$ cat src/rtl/timetag_acquire.sv
// timetag_acquire
//   Photon event tagger. Each strobe (click) input and each delta (level)
//   input is synchronised. Rising strobe edges and delta level changes are
//   stamped with a free-running timestamp. The resulting records are queued
//   in a first-word-fallthrough FIFO that the consumer drains over a
//   valid/ack handshake.
//
//   Record layout: {wrap, lost, delta[ND-1:0], strobe[NS-1:0], timestamp[TW-1:0]}
//
//   Optional feature macro: TIMETAG_WRAP_MARKER_EN
//     When defined, each counter wrap emits a record with wrap=1.
//     When undefined, the wrap bit is tied to 0.
//
// Ports
//   clk           system clock, rising edge
//   reset         synchronous active-high reset, clears all state
//   operate       acquisition enable (events and counter increment)
//   reset_counter synchronous clear of the timestamp counter only
//   strobe_in     asynchronous click inputs (NS)
//   delta_in      asynchronous level inputs (ND)
//   data_rdy      FIFO head valid
//   data          FIFO head record (RW bits), zero when empty
//   data_ack      pop the head when data_rdy is high
//   lost_count    records dropped on a full FIFO, saturating
//   fifo_level    current FIFO occupancy
module timetag_acquire #(
    parameter int TW    = 37,
    parameter int NS    = 4,
    parameter int ND    = 4,
    parameter int DEPTH = 16,
    localparam int AW   = $clog2(DEPTH),
    localparam int RW   = TW + NS + ND + 2
) (
    input  logic          clk,
    input  logic          reset,
    input  logic          operate,
    input  logic          reset_counter,
    input  logic [NS-1:0] strobe_in,
    input  logic [ND-1:0] delta_in,
    output logic          data_rdy,
    output logic [RW-1:0] data,
    input  logic          data_ack,
    output logic [15:0]   lost_count,
    output logic [AW:0]   fifo_level
);

    logic [NS-1:0] strobe_s1, strobe_s2, strobe_s3;
    logic [ND-1:0] delta_s1, delta_s2, delta_s3;
    logic [TW-1:0] counter;
    logic          wrap_ev;
    logic [NS-1:0] strobe_ev;
    logic          delta_ev;
    logic          any_ev;
    logic          pop;
    logic          full;
    logic          wr_ok;
    logic          drop;
    logic          lost_pending;
    logic [RW-1:0] record;
    logic [AW-1:0] wr_ptr, rd_ptr;
    logic [RW-1:0] mem [DEPTH];

    always_ff @(posedge clk) begin
        if (reset) begin
            strobe_s1 <= '0;
            strobe_s2 <= '0;
            strobe_s3 <= '0;
            delta_s1  <= '0;
            delta_s2  <= '0;
            delta_s3  <= '0;
        end else begin
            strobe_s1 <= strobe_in;
            strobe_s2 <= strobe_s1;
            strobe_s3 <= strobe_s2;
            delta_s1  <= delta_in;
            delta_s2  <= delta_s1;
            delta_s3  <= delta_s2;
        end
    end

    always_ff @(posedge clk) begin
        if (reset || reset_counter) begin
            counter <= '0;
        end else if (operate) begin
            counter <= counter + TW'(1);
        end
    end

`ifdef TIMETAG_WRAP_MARKER_EN
    // Flags the all-ones -> 0 increment so that the marker lands in the cycle
    // where the counter reads 0, giving the marker record timestamp 0.
    logic wrap_q;

    always_ff @(posedge clk) begin
        if (reset) begin
            wrap_q <= 1'b0;
        end else begin
            wrap_q <= operate && !reset_counter && (counter == '1);
        end
    end

    assign wrap_ev = wrap_q;
`else
    assign wrap_ev = 1'b0;
`endif

    assign strobe_ev = strobe_s2 & ~strobe_s3 & {NS{operate}};
    assign delta_ev  = operate && (delta_s2 != delta_s3);
    assign any_ev    = (|strobe_ev) || delta_ev || wrap_ev;

    assign data_rdy = (fifo_level != '0);
    assign pop      = data_rdy && data_ack;
    assign full     = (fifo_level == (AW+1)'(DEPTH));
    // A pop in the same cycle frees the slot, so a full FIFO still accepts.
    assign wr_ok    = any_ev && (!full || pop);
    assign drop     = any_ev && full && !pop;

    assign record = {wrap_ev, lost_pending, delta_s2, strobe_ev, counter};

    always_ff @(posedge clk) begin
        if (wr_ok) begin
            mem[wr_ptr] <= record;
        end
    end

    always_ff @(posedge clk) begin
        if (reset) begin
            wr_ptr       <= '0;
            rd_ptr       <= '0;
            fifo_level   <= '0;
            lost_pending <= 1'b0;
            lost_count   <= '0;
        end else begin
            if (wr_ok) begin
                wr_ptr <= wr_ptr + AW'(1);
            end
            if (pop) begin
                rd_ptr <= rd_ptr + AW'(1);
            end
            if (wr_ok && !pop) begin
                fifo_level <= fifo_level + (AW+1)'(1);
            end else if (pop && !wr_ok) begin
                fifo_level <= fifo_level - (AW+1)'(1);
            end
            if (drop) begin
                lost_pending <= 1'b1;
                if (lost_count != 16'hFFFF) begin
                    lost_count <= lost_count + 16'd1;
                end
            end else if (wr_ok) begin
                lost_pending <= 1'b0;
            end
        end
    end

    assign data = data_rdy ? mem[rd_ptr] : '0;

endmodule
$ cat config.mk
export PLATFORM = sky130hd
export DESIGN_NAME = timetag_acquire
export DESIGN_NICKNAME = d
export VERILOG_FILES = /design/src/rtl/timetag_acquire.sv
export SDC_FILE = /design/constraint.sdc
export NUM_CORES = 1
export LEC_CHECK = 0
export BUFFER_PORTS_ARGS = -buffer_cell sky130_fd_sc_hd__buf_2
export CAP_MARGIN = 20
export CORE_MARGIN = 5
export CORE_UTILIZATION = 45
export DETAILED_ROUTE_END_ITERATION = 16
export SKIP_LAST_GASP = 1
export SYNTH_ARGS = -nofsm -noshare
export SYNTH_HDL_FRONTEND = slang
export SYNTH_SLANG_ARGS = --single-unit
$ cat constraint.sdc
create_clock -name clk -period 8.3 [get_ports clk]
set_input_delay 1.245 -clock clk [delete_from_list [all_inputs] [get_ports clk]]
set_output_delay 1.245 -clock clk [all_outputs]
set_load 0.1 [all_outputs]
Yosys cells after proc, flatten, opt, wreduce, memory -nomap -nowiden
Memory sizes are Yosys's and may differ from the RTL's. A register that Yosys moved wholly into a read port is not among the register bits.
Cells that the tools add are included.
{ "classes": {"addsub": 6, "n_eq_ne": 3, "mux": 9, "bitwise_logic": 3, "reduce_logical": 18} }
{ "op_table": {"columns": ["op", "n"], "rows": [
  ["47-bit 2-to-1 mux", 1],
  ["37-bit by 1-bit adder with 37-bit output, second input constant", 1],
  ["16-bit by 1-bit adder with 16-bit output, second input constant", 1],
  ["16-bit inequality test, second input constant", 1],
  ["5-bit 2-to-1 mux", 2],
  ["4-bit by 1-bit adder with 4-bit output, second input constant", 2],
  ["4-bit bitwise AND", 2],
  ["4-bit 2-to-1 mux", 2],
  ["1-bit logical AND", 7],
  ["5-bit by 1-bit adder with 5-bit output, second input constant", 1],
  ["5-bit equality test, second input constant", 1],
  ["5-bit nonzero test", 1],
  ["5-bit by 1-bit subtractor with 5-bit output, second input constant", 1],
  ["1-bit 2-to-1 mux", 4],
  ["4-bit inequality test", 1],
  ["4-bit NOT", 1],
  ["2-bit nonzero test", 2],
  ["4-bit OR reduction", 1],
  ["1-bit zero test", 3],
  ["1-bit logical OR", 3],
  ["2-bit AND reduction", 1]
]} }
{ "totals": {"reg_bits": 91, "mem_bits_rw": 736, "output_inout_bits": 69, "wordCells": 52, "n_memories": 1} }
{ "memory_table": {"columns": ["memory", "depth", "width", "rd", "rd_ports_with_merged_regs", "write_ports", "line", "rtl"], "rows": [
  ["mem", 16, 46, 1, 1, 1, "61", "logic [RW-1:0] mem [DEPTH];"]
]} }

Longest topological paths before layout
Gate-level depths: netlist of the first run.
{ "depth": {"ltp_word": 10, "mapped_depth": 13} }

Least setup slack after synthesis of the first run
Ideal clock, no wire load.
{ "synth_path": {"path_kind": "input to register", "from": "in operate", "to": "mem mem[1][0] in the netlist's numbering, enable pin", "setup_ns": 0.580, "t_arrival_ns": 6.929, "t_required_ns": 7.720, "path_slack_ns": 0.791, "path_stages": 5, "n_path_buf": 2, "path_cell_list": "clkbuf_1 -> o21ai_0 -> nand2b_1 -> clkbuf_1 -> nor4b_1"} }
{ "synth_via": {"elab_chain_cells": 6, "elab_cells_between_ends": 7} }
{ "synth_lines": {"columns": ["item", "line", "rtl"], "rows": [
  ["start, declared", "36", "input logic operate,"],
  ["4-bit bitwise AND", "107", "assign strobe_ev = strobe_s2 & ~strobe_s3 & {NS{operate}};"],
  ["4-bit OR reduction", "109", "assign any_ev = (|strobe_ev) || delta_ev || wrap_ev;"],
  ["1-bit logical OR *", "109", null],
  ["1-bit logical AND *", "115", "assign wr_ok = any_ev && (!full || pop);"],
  ["1-bit 2-to-1 mux *", "121", "if (wr_ok) begin"],
  ["1-bit 2-to-1 mux (implied by the code) *", "122", "mem[wr_ptr] <= record;"],
  ["end, declared", "61", null]
]} }
Every way passes the cells marked *; elsewhere a longest branch is shown, timed or not.

==> flow_summary.toml, run 1 <==
[run_status]
status = "completed"

[final_layout]
nets = 1689
final_cell_mix = "736 x edfxtp_1, 230 x mux4_2, 91 x dfxtp_1"
fin_cells = 2680
stdcell_area_um2 = 36300
register_area_um2 = 24000
layout-drive-gt1-share_pct = 27.8
fill_cells = 5667
antenna_cells = 0
layout_commonest_cell = "edfxtp_1"
syn_to_final_growth_pct = 13.1
multi_input_comb_area_um2 = 7780
final_util_pct = 51.0

[grt]
overflow = 0
grt_max_degree = 106
grt_pass1_vias = 15900
antenna_found_initial = 0
grt.total_usage_pct = 18.0
grt_pass1_wl_um = 104000

[die]
coreArea_um2 = 71100
start_util_pct = 45.1
die_y_um = 277
num_io_pins = 82
die_x_um = 277
die_area_um2 = 76800
placementRows = 98

[yosys]
syn_avg_cell_area_um2 = 20.6
synthMuxAreaShare_pct = 16.4
netlist_area_um2 = 32100
netlist_top_cells_area = "edfxtp_1 69%, mux4_2 16%, dfxtp_1 5.9%"
synth_nets = 1581
yosys_warnings = 0
yosysTopAreaCellShare_pct = 68.9
async_flop_share_pct = 0
synth_top_family_by_area = "multiplexers"
synth_simple_gate_area_share_pct = 5.04
synth_top_cell_by_area = "edfxtp_1"
synth_edf_count = 736
synth_fa_ha_area_share_pct = 0.491
synth-seq-area-share_pct = 74.8
syn-instance-count = 1556
synth.distinct_cells = 41
synth_compound_area_share_pct = 0.865
synth_xor_area_share_pct = 1.17
synth-main-ff-cell = "edfxtp_1"
synth-seq-cells = 831

[worst_setup_path]
cp.required_ps = 7050
startpoint_type = "flip-flop"
worst_setup_path_end_kind = "primary output"
arrival_ps = 4010
path_class = "reg2out"
rrSetupSlack_ps = 3890
cp_max_fo = 64

[clocking]
cts.sink_count = 831
htreeDepth = 3
cts_tree = "done"
cts_setup_buffers = 0
cts_resized = 0
ctsLongestPathBuffers = 3
clk_latency_ps = 620
holdBufCountCts = 0
cts_root_buf = "clkbuf_16"
cts_inserted_buffers = 83
path_clk_slew_ps = 60

[place]
dp_hpwl_um = 33000
place_area_um2 = 33600
dp_slack_ps = 3570
port_buffers = 80
dp_cells = 2528
place_congestion = 0.751

[timing]
slew_headroom_pct = 25.4
rsz0062_at_grt = "false"
slew_violations = 0
tns_ps = 0
finalClockSkew_ps = 19.6
setup_viol = 0
fin_crit_ps = 5260
fin_crit_sh_pct = 63.4
worst_pin_slew_ps = 1120
fmax_ghz = 0.190
hold_viol = 0
worst_slack_ps = 3040

[detailed_routing]
drc = 0
dr.pass1.iters = 5
vias = 15300
finalWirelength_um = 69300
drtAntennaViolNets = 0
wire_per_inst_um = 25.9
viasPerCell = 5.70
drtIter0Drc = 1302

[power]
p_per_area_nw_per_um2 = 321
leakagePower_nw = 11.2
ir_worst_vdd_v = 0.000381

[run]
cap_violations = 0

[hold_path]
hold_class = "reg2reg"
[final cells by class]
cell class,count,share of cell area [%]
clock buffers,116,6.29
clock inverters,35,0.969
inverters,14,0.145
multi-input cells,627,21.4
flip-flops and latches,831,66.2
well taps,950,3.27
repair buffers,107,1.71
[cell usage after synthesis (3+ instances only)]
library cell	count
a21oi_1	22
and2_1	49
and3_1	4
and4_1	10
and4b_1	5
buf_1	8
buf_2	18
clkbuf_1	56
dfxtp_1	95
edfxtp_1	736
ha_1	11
inv_1	14
mux2_2	4
mux2i_1	3
mux4_2	230
nand2_1	25
nand2b_1	8
nand3_1	25
nand4_1	15
nor2_1	58
nor2b_1	30
nor3_1	14
nor4_1	13
nor4b_1	5
o21ai_0	15
o31ai_1	8
or3_1	9
or4_1	11
xnor2_1	32
xor2_1	11
[power by group]
part           switching, mW  leakage, nW  internal, mW
Clock                   1.50         1.28          2.11
Sequential            0.0755         7.41          4.59
Combinational           2.28         2.50          1.09
[registers in the layout (all words and copies together) (netlist names), named ones only]
name,flops
delta_s2,4
lost_pending,1
counter,37
delta_s1,4
strobe_s2,4
mem,736
strobe_s1,4
wr_ptr,4
rd_ptr,4
delta_s3,4
strobe_s3,4
lost_count,16
fifo_level,5
[per-layer routing]
metal  up-vias  track usage [%]  wire length, um
met5         -                0                0
met2       412             29.8            34400
met4         0             3.67              937
met1      8195             25.7            30000
li1       6589                -                -
met3        71             3.08             3980
[cells by family (layout without fill, tap and decap cells)]
family,Yosys count,after routing
flip-flops,831,831
AO/OA/AOI/OAI,49,49
multiplexers,237,237
buffers and inverters,98,272
adder cells (fa/ha/maj),12,12
XOR/XNOR,43,43
AND/OR/NAND/NOR,285,285
other,1,1
[per-stage QoR]
step                total power [mW]  hold WS [ps]
floorplan                       7.56           414
global placement                8.17           419
detailed placement              8.19           426
CTS                             11.8           438
global route                    12.1           451
finish                          11.6           433
[worst max-delay path: stages, from the launching register on]
cell and delay, ps:
dfxtp_4 1000, buf_4 930, mux4_2 420, mux4_2 480, and2_1 210, buf_2 300
[path summary, 6_finish.rpt]
path,from,endpoint,cells after the start
worst max-delay path,flip-flop,data[3],5
worst min-delay path,strobe_s1[1],strobe_s2[1],1
worst max register to register,delta_s2[3],fifo_level[4],13
worst min register to register,strobe_s1[1],strobe_s2[1],1
No activity file was read; power rests on OpenSTA's default activity.
==> run 2: changes to the inputs <==
ABC_AREA = 1   (was not set)
clock period = 5.45 ns   (was 8.3 ns; I/O delays follow)
==> run 2 against run 1 <==
  * Non-clock buffer count increased by 19
  * Design area is 4.3% higher
  * Clock skew increased by 5.7 ps
  * Sequential cell count stayed put
  * Critical path type unchanged
==> flow_summary.toml, run 2 <==
[yosys]
yosys_warnings = 0
async_flop_share_pct = 0
netlist_area_um2 = 33600
synth.distinct_cells = 40
yosysMostFrequentCell = "edfxtp_1"
yosysTopAreaCellShare_pct = 65.7
synth_edf_count = 736
yosys-top-cells-count = "736 x edfxtp_1, 451 x nor2_1, 198 x o21ai_0"
synth_nets = 2661
synth-seq-cells = 831
syn-instance-count = 2636
synth-seq-area-share_pct = 71.4
syn_avg_cell_area_um2 = 12.8
netlist_top_cells_area = "edfxtp_1 66%, dfxtp_1 5.7%, nor2_1 5.0%"
synth-main-ff-cell = "edfxtp_1"
synth_top_cell_by_area = "edfxtp_1"

[clocking]
cts_tree = "done"
ctsLongestPathBuffers = 3
holdBufCountCts = 0
cts_setup_buffers = 0
cts.sink_count = 831
clk_latency_ps = 630
path_clk_slew_ps = 60
cts_inserted_buffers = 84
cts_root_buf = "clkbuf_16"
cts_resized = 0
htreeDepth = 3

[final_layout]
register_area_um2 = 24000
largest_reg_flops = 736
final_util_pct = 50.9
multi_input_comb_area_um2 = 8550
largest-register = "mem"
layout-drive-gt1-share_pct = 10.8
fill_cells = 6376
antenna_cells = 0
reg_top3 = "mem x736, counter x37, lost_count x16"
nets = 2701
final_cell_mix = "736 x edfxtp_1, 433 x nor2_1, 198 x o21ai_0"
stdcell_area_um2 = 37800
layout_commonest_cell = "edfxtp_1"
syn_to_final_growth_pct = 12.6

[timing]
tns_ps = 0
hold_viol = 0
fin_crit_sh_pct = 85.6
slew_violations = 0
slew_headroom_pct = 5.98
rsz0062_at_grt = "false"
fmax_ghz = 0.214
finalClockSkew_ps = 25.2
setup_viol = 0
worst_pin_slew_ps = 1410
fin_crit_ps = 4670

[place]
place_area_um2 = 35100
port_buffers = 80
dp_hpwl_um = 45400
place_congestion = 0.789

[hold_path]
hold_class = "in2reg"

[power]
total_power_mw = 18.3
p_per_area_nw_per_um2 = 483
leakagePower_nw = 12.9
ir_worst_vdd_v = 0.000454

[grt]
antenna_found_initial = 2
grt_pass1_wl_um = 130000
grt_max_degree = 220
grt_pass1_vias = 21400
grt.total_usage_pct = 20.7
overflow = 0

[detailed_routing]
vias = 21600
drtIter0Drc = 1940
drtAntennaViolNets = 0
dr.pass1.iters = 5
finalWirelength_um = 85500
drc = 0
viasPerCell = 5.82
wire_per_inst_um = 23.0

[worst_setup_path]
slowest_stage = "dfxtp_4"
cp.required_ps = 4630
crit_chain = "buf_12 > o21ai_0 > o221ai_1 > nand3_1 > a21oi_1 > buf_2"
arrival_ps = 3850
path_class = "reg2out"
cp_max_fo = 219
slowest_delay_ps = 590
path_buf_inv = 2
startpoint_type = "flip-flop"
crit_family = "buffers and inverters"
worst_setup_path_end_kind = "primary output"

[die]
num_io_pins = 82
start_util_pct = 45.2
die_area_um2 = 80300
die_x_um = 283
placementRows = 100
die_y_um = 283
coreArea_um2 = 74300

[run_status]
status = "completed"

[run]
cap_violations = 0
==> run 2: logic make-up (layout without fill, tap and decap cells) <==
group           after synthesis  after routing  share of synthesized area [%]
simple gates                776            776                           9.66
buf+inv                     278            384                           3.57
compound gates              720            720                           14.4
other cells                   1              1                         0.0112
flops                       831            831                           71.4
xor+xnor                     18             18                          0.469
fa+ha+maj                    12             12                          0.469
==> run 2: path summary, 6_finish.rpt <==
| kind | from | end | slack (ps) | cells past startpoint |
|---|---|---|---|---|
| min reg2reg | delta_s1[3] | delta_s2[3] | 400 | 2 |
| max | flip-flop | data[4] | 780 | 6 |
| min | strobe_in[0] | strobe_s1[0] | 400 | 3 |
| max reg2reg | delta_s2[1] | mem[7][19] | 1880 | 11 |
==> run 2: layout make-up <==
class | count | share of cell area, %
clock buffers | 112 | 6.13
clock inverters | 40 | 1.10
inverters | 106 | 1.07
multi-input cells | 1527 | 22.6
flip-flops and latches | 831 | 63.5
well taps | 969 | 3.20
repair buffers | 126 | 2.43
==> run 2: report_power, final <==
| group | switching (mW) | internal, mW | total, mW |
|---|---|---|---|
| combinational | 4.12 | 1.21 | 5.33 |
| clock | 2.37 | 3.37 | 5.74 |
| sequential | 0.175 | 7.02 | 7.19 |
| total | 6.66 | 11.6 | 18.3 |
==> run 2: stage by stage <==
| stage | hold WS (ps) | setup WS [ps] | instances |
|---|---|---|---|
| 3_5_place_dp | 397 | 1090 | 3559 |
| 6_report | 397 | 784 | 3711 |
| 4_1_cts | 364 | 960 | 3711 |
| 3_3_place_gp | 393 | 1210 | 3559 |
| 2_1_floorplan | 388 | 1240 | 2636 |
| 5_1_grt | 392 | 828 | 3711 |
==> run 2: worst register-to-register path: stages, from the launching register on <==
cell and delay [ps]:
dfxtp_1 730, nand2_1 110, nand2_1 80, nor2_1 50
nand2_1 60, nand2_1 70, nand2_2 320, nand2_1 210
inv_2 210, nand2_1 270, nor2_4 700, buf_4 410
==> run 2: routing by layer <==
| layer | track usage [%] | wire length [um] |
|---|---|---|
| met5 | 0 | 7 |
| met4 | 6.09 | 1930 |
| met3 | 3.09 | 5130 |
| met2 | 34.4 | 41400 |
| met1 | 28.5 | 37000 |
